===== config.mk =====
export PLATFORM = sky130hd
export DESIGN_NAME = univ_shift_reg
export DESIGN_NICKNAME = d
export VERILOG_FILES = /design/src/rtl/usr_pkg.sv /design/src/rtl/usr_shift_cnt.sv /design/src/rtl/univ_shift_reg.sv
export SDC_FILE = /design/constraint.sdc
export NUM_CORES = 1
export LEC_CHECK = 0
export BUFFER_PORTS_ARGS = -buffer_cell sky130_fd_sc_hd__clkbuf_2
export CAP_MARGIN = 20
export CORE_UTILIZATION = 40
export DETAILED_ROUTE_END_ITERATION = 7
export HOLD_SLACK_MARGIN = 0.1
export PLACE_DENSITY_LB_ADDON = 0.12
export SYNTH_ARGS = -nofsm -noshare
export SYNTH_HDL_FRONTEND = slang
export SYNTH_HIERARCHICAL = 1
export SYNTH_SLANG_ARGS = --single-unit
export TNS_END_PERCENT = 1

===== constraint.sdc =====
create_clock -name clk -period 1.23 [get_ports clk]
set_clock_uncertainty 0.05 [all_clocks]
set_input_delay 0.123 -clock clk [delete_from_list [all_inputs] [get_ports clk]]
set_output_delay 0.123 -clock clk [all_outputs]
set_load 0.01 [all_outputs]

===== src/rtl/usr_pkg.sv =====
// Shared constants for the universal shift register: mode encodings and
// the counter-width helper.
package usr_pkg;

    localparam logic [2:0] MODE_HOLD = 3'b000;
    localparam logic [2:0] MODE_LOAD = 3'b001;
    localparam logic [2:0] MODE_SHL  = 3'b010;
    localparam logic [2:0] MODE_SHR  = 3'b011;
    localparam logic [2:0] MODE_ROL  = 3'b100;
    localparam logic [2:0] MODE_ROR  = 3'b101;
    localparam logic [2:0] MODE_CLR  = 3'b110;
    localparam logic [2:0] MODE_RSV  = 3'b111;

    // Bits needed to hold the values 0..width inclusive.
    function automatic int calc_cw(input int width);
        return $clog2(width + 1);
    endfunction

endpackage


===== src/rtl/usr_shift_cnt.sv =====
// Modulo-WIDTH shift counter with a registered one-cycle done pulse on
// completion of a full word of shifts.
module usr_shift_cnt
    import usr_pkg::*;
#(
    parameter int WIDTH = 8,
    parameter int CW    = calc_cw(WIDTH)
) (
    input  logic          clk,
    input  logic          rst,
    input  logic          inc,
    input  logic          restart,
    output logic [CW-1:0] cnt,
    output logic          done
);

    localparam logic [CW-1:0] LAST_CNT = CW'(WIDTH - 1);
    localparam logic [CW-1:0] ONE_CNT  = CW'(1);

    logic [CW-1:0] cnt_r;
    logic          done_r;

    // Count state and done pulse; restart has priority over increment.
    always_ff @(posedge clk) begin
        if (rst) begin
            cnt_r  <= '0;
            done_r <= 1'b0;
        end else if (restart) begin
            cnt_r  <= '0;
            done_r <= 1'b0;
        end else if (inc) begin
            if (cnt_r == LAST_CNT) begin
                cnt_r  <= '0;
                done_r <= 1'b1;
            end else begin
                cnt_r  <= cnt_r + ONE_CNT;
                done_r <= 1'b0;
            end
        end else begin
            done_r <= 1'b0;
        end
    end

    assign cnt  = cnt_r;
    assign done = done_r;

endmodule


===== src/rtl/univ_shift_reg.sv =====
// Universal register: load, shift, rotate and clear with serial taps at
// both ends and a word-completion counter.
module univ_shift_reg
    import usr_pkg::*;
#(
    parameter int               WIDTH   = 8,
    parameter logic [WIDTH-1:0] RST_VAL = '0,
    parameter int               CW      = calc_cw(WIDTH)
) (
    input  logic             clk,
    input  logic             rst,
    input  logic             en,
    input  logic [2:0]       mode,
    input  logic [WIDTH-1:0] d,
    input  logic             sin_l,
    input  logic             sin_r,
    output logic [WIDTH-1:0] q,
    output logic             sout_l,
    output logic             sout_r,
    output logic [CW-1:0]    cnt,
    output logic             done
);

    logic [WIDTH-1:0] q_r;
    logic [WIDTH-1:0] q_next_s;
    logic             inc_s;
    logic             restart_s;

    // Next-value mux and counter control decoded from the mode.
    always_comb begin
        q_next_s  = q_r;
        inc_s     = 1'b0;
        restart_s = 1'b0;
        if (en) begin
            case (mode)
                MODE_HOLD: q_next_s = q_r;
                MODE_LOAD: begin
                    q_next_s  = d;
                    restart_s = 1'b1;
                end
                MODE_SHL: begin
                    q_next_s = {q_r[WIDTH-2:0], sin_r};
                    inc_s    = 1'b1;
                end
                MODE_SHR: begin
                    q_next_s = {sin_l, q_r[WIDTH-1:1]};
                    inc_s    = 1'b1;
                end
                MODE_ROL: begin
                    q_next_s = {q_r[WIDTH-2:0], q_r[WIDTH-1]};
                    inc_s    = 1'b1;
                end
                MODE_ROR: begin
                    q_next_s = {q_r[0], q_r[WIDTH-1:1]};
                    inc_s    = 1'b1;
                end
                MODE_CLR: begin
                    q_next_s  = RST_VAL;
                    restart_s = 1'b1;
                end
                MODE_RSV: q_next_s = q_r;
                default:  q_next_s = q_r;
            endcase
        end else begin
            q_next_s = q_r;
        end
    end

    // Data register.
    always_ff @(posedge clk) begin
        if (rst) begin
            q_r <= RST_VAL;
        end else begin
            q_r <= q_next_s;
        end
    end

    usr_shift_cnt #(
        .WIDTH (WIDTH),
        .CW    (CW)
    ) u_cnt (
        .clk     (clk),
        .rst     (rst),
        .inc     (inc_s),
        .restart (restart_s),
        .cnt     (cnt),
        .done    (done)
    );

    assign q      = q_r;
    assign sout_l = q_r[WIDTH-1];
    assign sout_r = q_r[0];

endmodule


==> flow_metrics.tcl <==
set metrics [dict create \
    critPathRequiredTime_ns 1.37 \
    clock_path_buffers 2 \
    cts_tree "built" \
    antenna_found_initial 0 \
    insertion_delay_ns 0.28 \
    tns_ns 0 \
    cap_violations 0 \
    fin_util 0.574 \
    fillers 196 \
    post-route-cell-area_um2 1150 \
    tightest_slew_ns 0.315 \
    die_w_um 48.8 \
    cts.clk_slew.worst_paths_ns 0.09 \
    synthesis.area_um2 877 \
    fin_nets 153 \
    gp_congestion 0.788 \
    setup_viol 0 \
    hold_ws_ns 0.0999 \
    synthesis.nets 111 \
    powerDensity_nw_per_um2 926 \
    outcome "finished clean" \
    ys_seq_elements 13 \
    synth_edf_count 0 \
    slew_headroom 0.787 \
    final_antenna_net_count 0 \
    finalHoldViolCount 0 \
    post_cts.repair.setup_buffers 0 \
    port_buffers 30 \
    critical_path.max_fanout 4 \
    globalRoute.totalOverflow 0 \
    ys_seq_area_frac 0.297 \
    vdd_drop_max_mv 0.695 \
    grt_pass1_vias 764 \
    dr.pass1.iters 4 \
    initial_utilization 0.438 \
    layoutNonFillerInstCount 162 \
    hold_path.class "primary input to flip-flop" \
    syn_area_per_cell_um2 9.33 \
    die_h_um 48.8 \
    synth.top_cells.by_count "dfxtp_1 (13), nor2_1 (8), mux2i_1 (7)" \
    htreeDepth 1 \
    n_antenna_cell 0 \
    cellLeakagePower_nw 0.544 \
    critPathKind "flip-flop to flip-flop" \
    grt_pass1_wl_um 3460 \
    place_inst 157 \
    regArea_um2 260 \
    final-max-slew-violation-count 0 \
    drt_first_iter_violations 15 \
    grt_max_degree 13 \
    post_route_cells_drive_above_1_share 0.496 \
    synth_area_leaders "dfxtp_1 (30%), mux2i_1 (8.0%), nor3_2 (6.8%)" \
    drc_errors 0 \
    num_vias 830 \
    synthCells 94 \
    synth-async-reset-ratio 0 \
    coreArea_um2 2000 \
    crit_path_end_kind "flip-flop" \
    multi_input_area_um2 556 \
    cts-root-buf "clkbuf_4" \
    rsz0062_at_grt "no" \
    synth_largest_area_cell "dfxtp_1" \
    grt_use_total 0.188 \
    synth.yosys.warnings 6 \
    yosysMostFrequentCell "dfxtp_1" \
    dp.final_hpwl_um 1510 \
    fmax_mhz 876 \
    worstSetupStartpointType "flip-flop" \
    synth_flop_cell "dfxtp_1" \
    cts.sinks 13 \
    routedWlPerCell_um 12.3 \
    post-route-period-util 0.928 \
    drt_wl_total_um 1990 \
    fp-row-count 16 \
    yosysUniqueCellTypes 41 \
    vias_per_cell 5.12 \
    cp.arrival_ns 1.28 \
    cts_hold_buffers 1 \
    areaGrowthSynthToFinish_pct 31.0 \
    dpl_cell_area_um2 1110 \
    rrSetupSlack_ns 0.09 \
    synth.top_cell.area_share 0.297 \
    fp.dieArea_um2 2380 \
    min_period_ns 1.14 \
    io-pin-count 31 \
    ctsResizeCount 0 \
    cts_buffers 3 \
]
-- final timing paths --
path | startpoint | end | cells past startpoint
max | u_cnt/cnt[0]$_SDFFE_PP0P_ | u_cnt/done$_SDFF_PP0_ | 3
max reg2reg | u_cnt/cnt[0]$_SDFFE_PP0P_ | u_cnt/done$_SDFF_PP0_ | 3
min | d[1] | q[1]$_SDFFE_PP0P_ | 3
min reg2reg | q[7]$_SDFFE_PP0P_ | q[7]$_SDFFE_PP0P_ | 2
-- cell type report --
cell class	count	area share
Clock buffer	4	0.0229
Inverter	2	0.00654
Multi-Input combinational cell	71	0.484
Sequential cell	13	0.227
Tap cell	27	0.0294
Timing Repair Buffer	45	0.231
-- worst max-delay path: stages, from the launching register on --
cell and delay [ns]:
dfxtp_1 0.34, ha_1 0.24, and4b_2 0.26, and2b_1 0.15
-- logic make-up (layout without fill, tap and decap cells) --
kind of cell               Yosys count  count (layout)  share of synthesized area
and+or+nand+nor                     42              42                      0.340
AOI/OAI and AO/OA                   18              18                      0.146
muxes                                8               8                     0.0927
DFF                                 13              13                      0.297
xor gates and xnor gates             2               2                     0.0285
adders and majority gates            1               1                     0.0143
buffers and inverters               10              51                     0.0827
-- per-stage QoR --
step	worst slack, ns	power (mW)
after detailed placement	-0.167	0.793
after global placement	-0.142	0.789
after CTS	0.0875	1.07
final	0.0890	1.06
after floorplan	0.00684	0.686
after global routing	0.00326	1.13
-- placed cells by master (no fill, tap or decap), drive strengths merged, types with 2 or more instances in the layout --
master   n
a21oi    3
buf     14
nand2    3
nor2b    2
nor3     7
inv      2
nor2    14
nand3    2
xnor2    2
dfxtp   13
a211oi   6
mux2i    7
nand3b   2
clkbuf  34
o21ai    3
nand2b   2
-- where the power goes --
part / total, mW / internal [mW] / leakage, nW / switching (mW)
logic: 0.308 / 0.153 / 0.422 / 0.155
registers: 0.477 / 0.447 / 0.106 / 0.0309
clock network: 0.279 / 0.126 / 0.0150 / 0.153
total: 1.06 / 0.726 / 0.544 / 0.338
-- sequential cells by signal, summed over array words and instances (netlist names) --
signal / cells
q: 8
u_cnt/done: 1
u_cnt/cnt: 4
-- metal layers --
metal / global-route usage / wire length (µm)
met5: 0 / 0
met4: 0.0441 / 12
met3: 0.0685 / 152
met2: 0.292 / 880
met1: 0.248 / 944
Note: power is estimated with default switching activity, not from simulation.
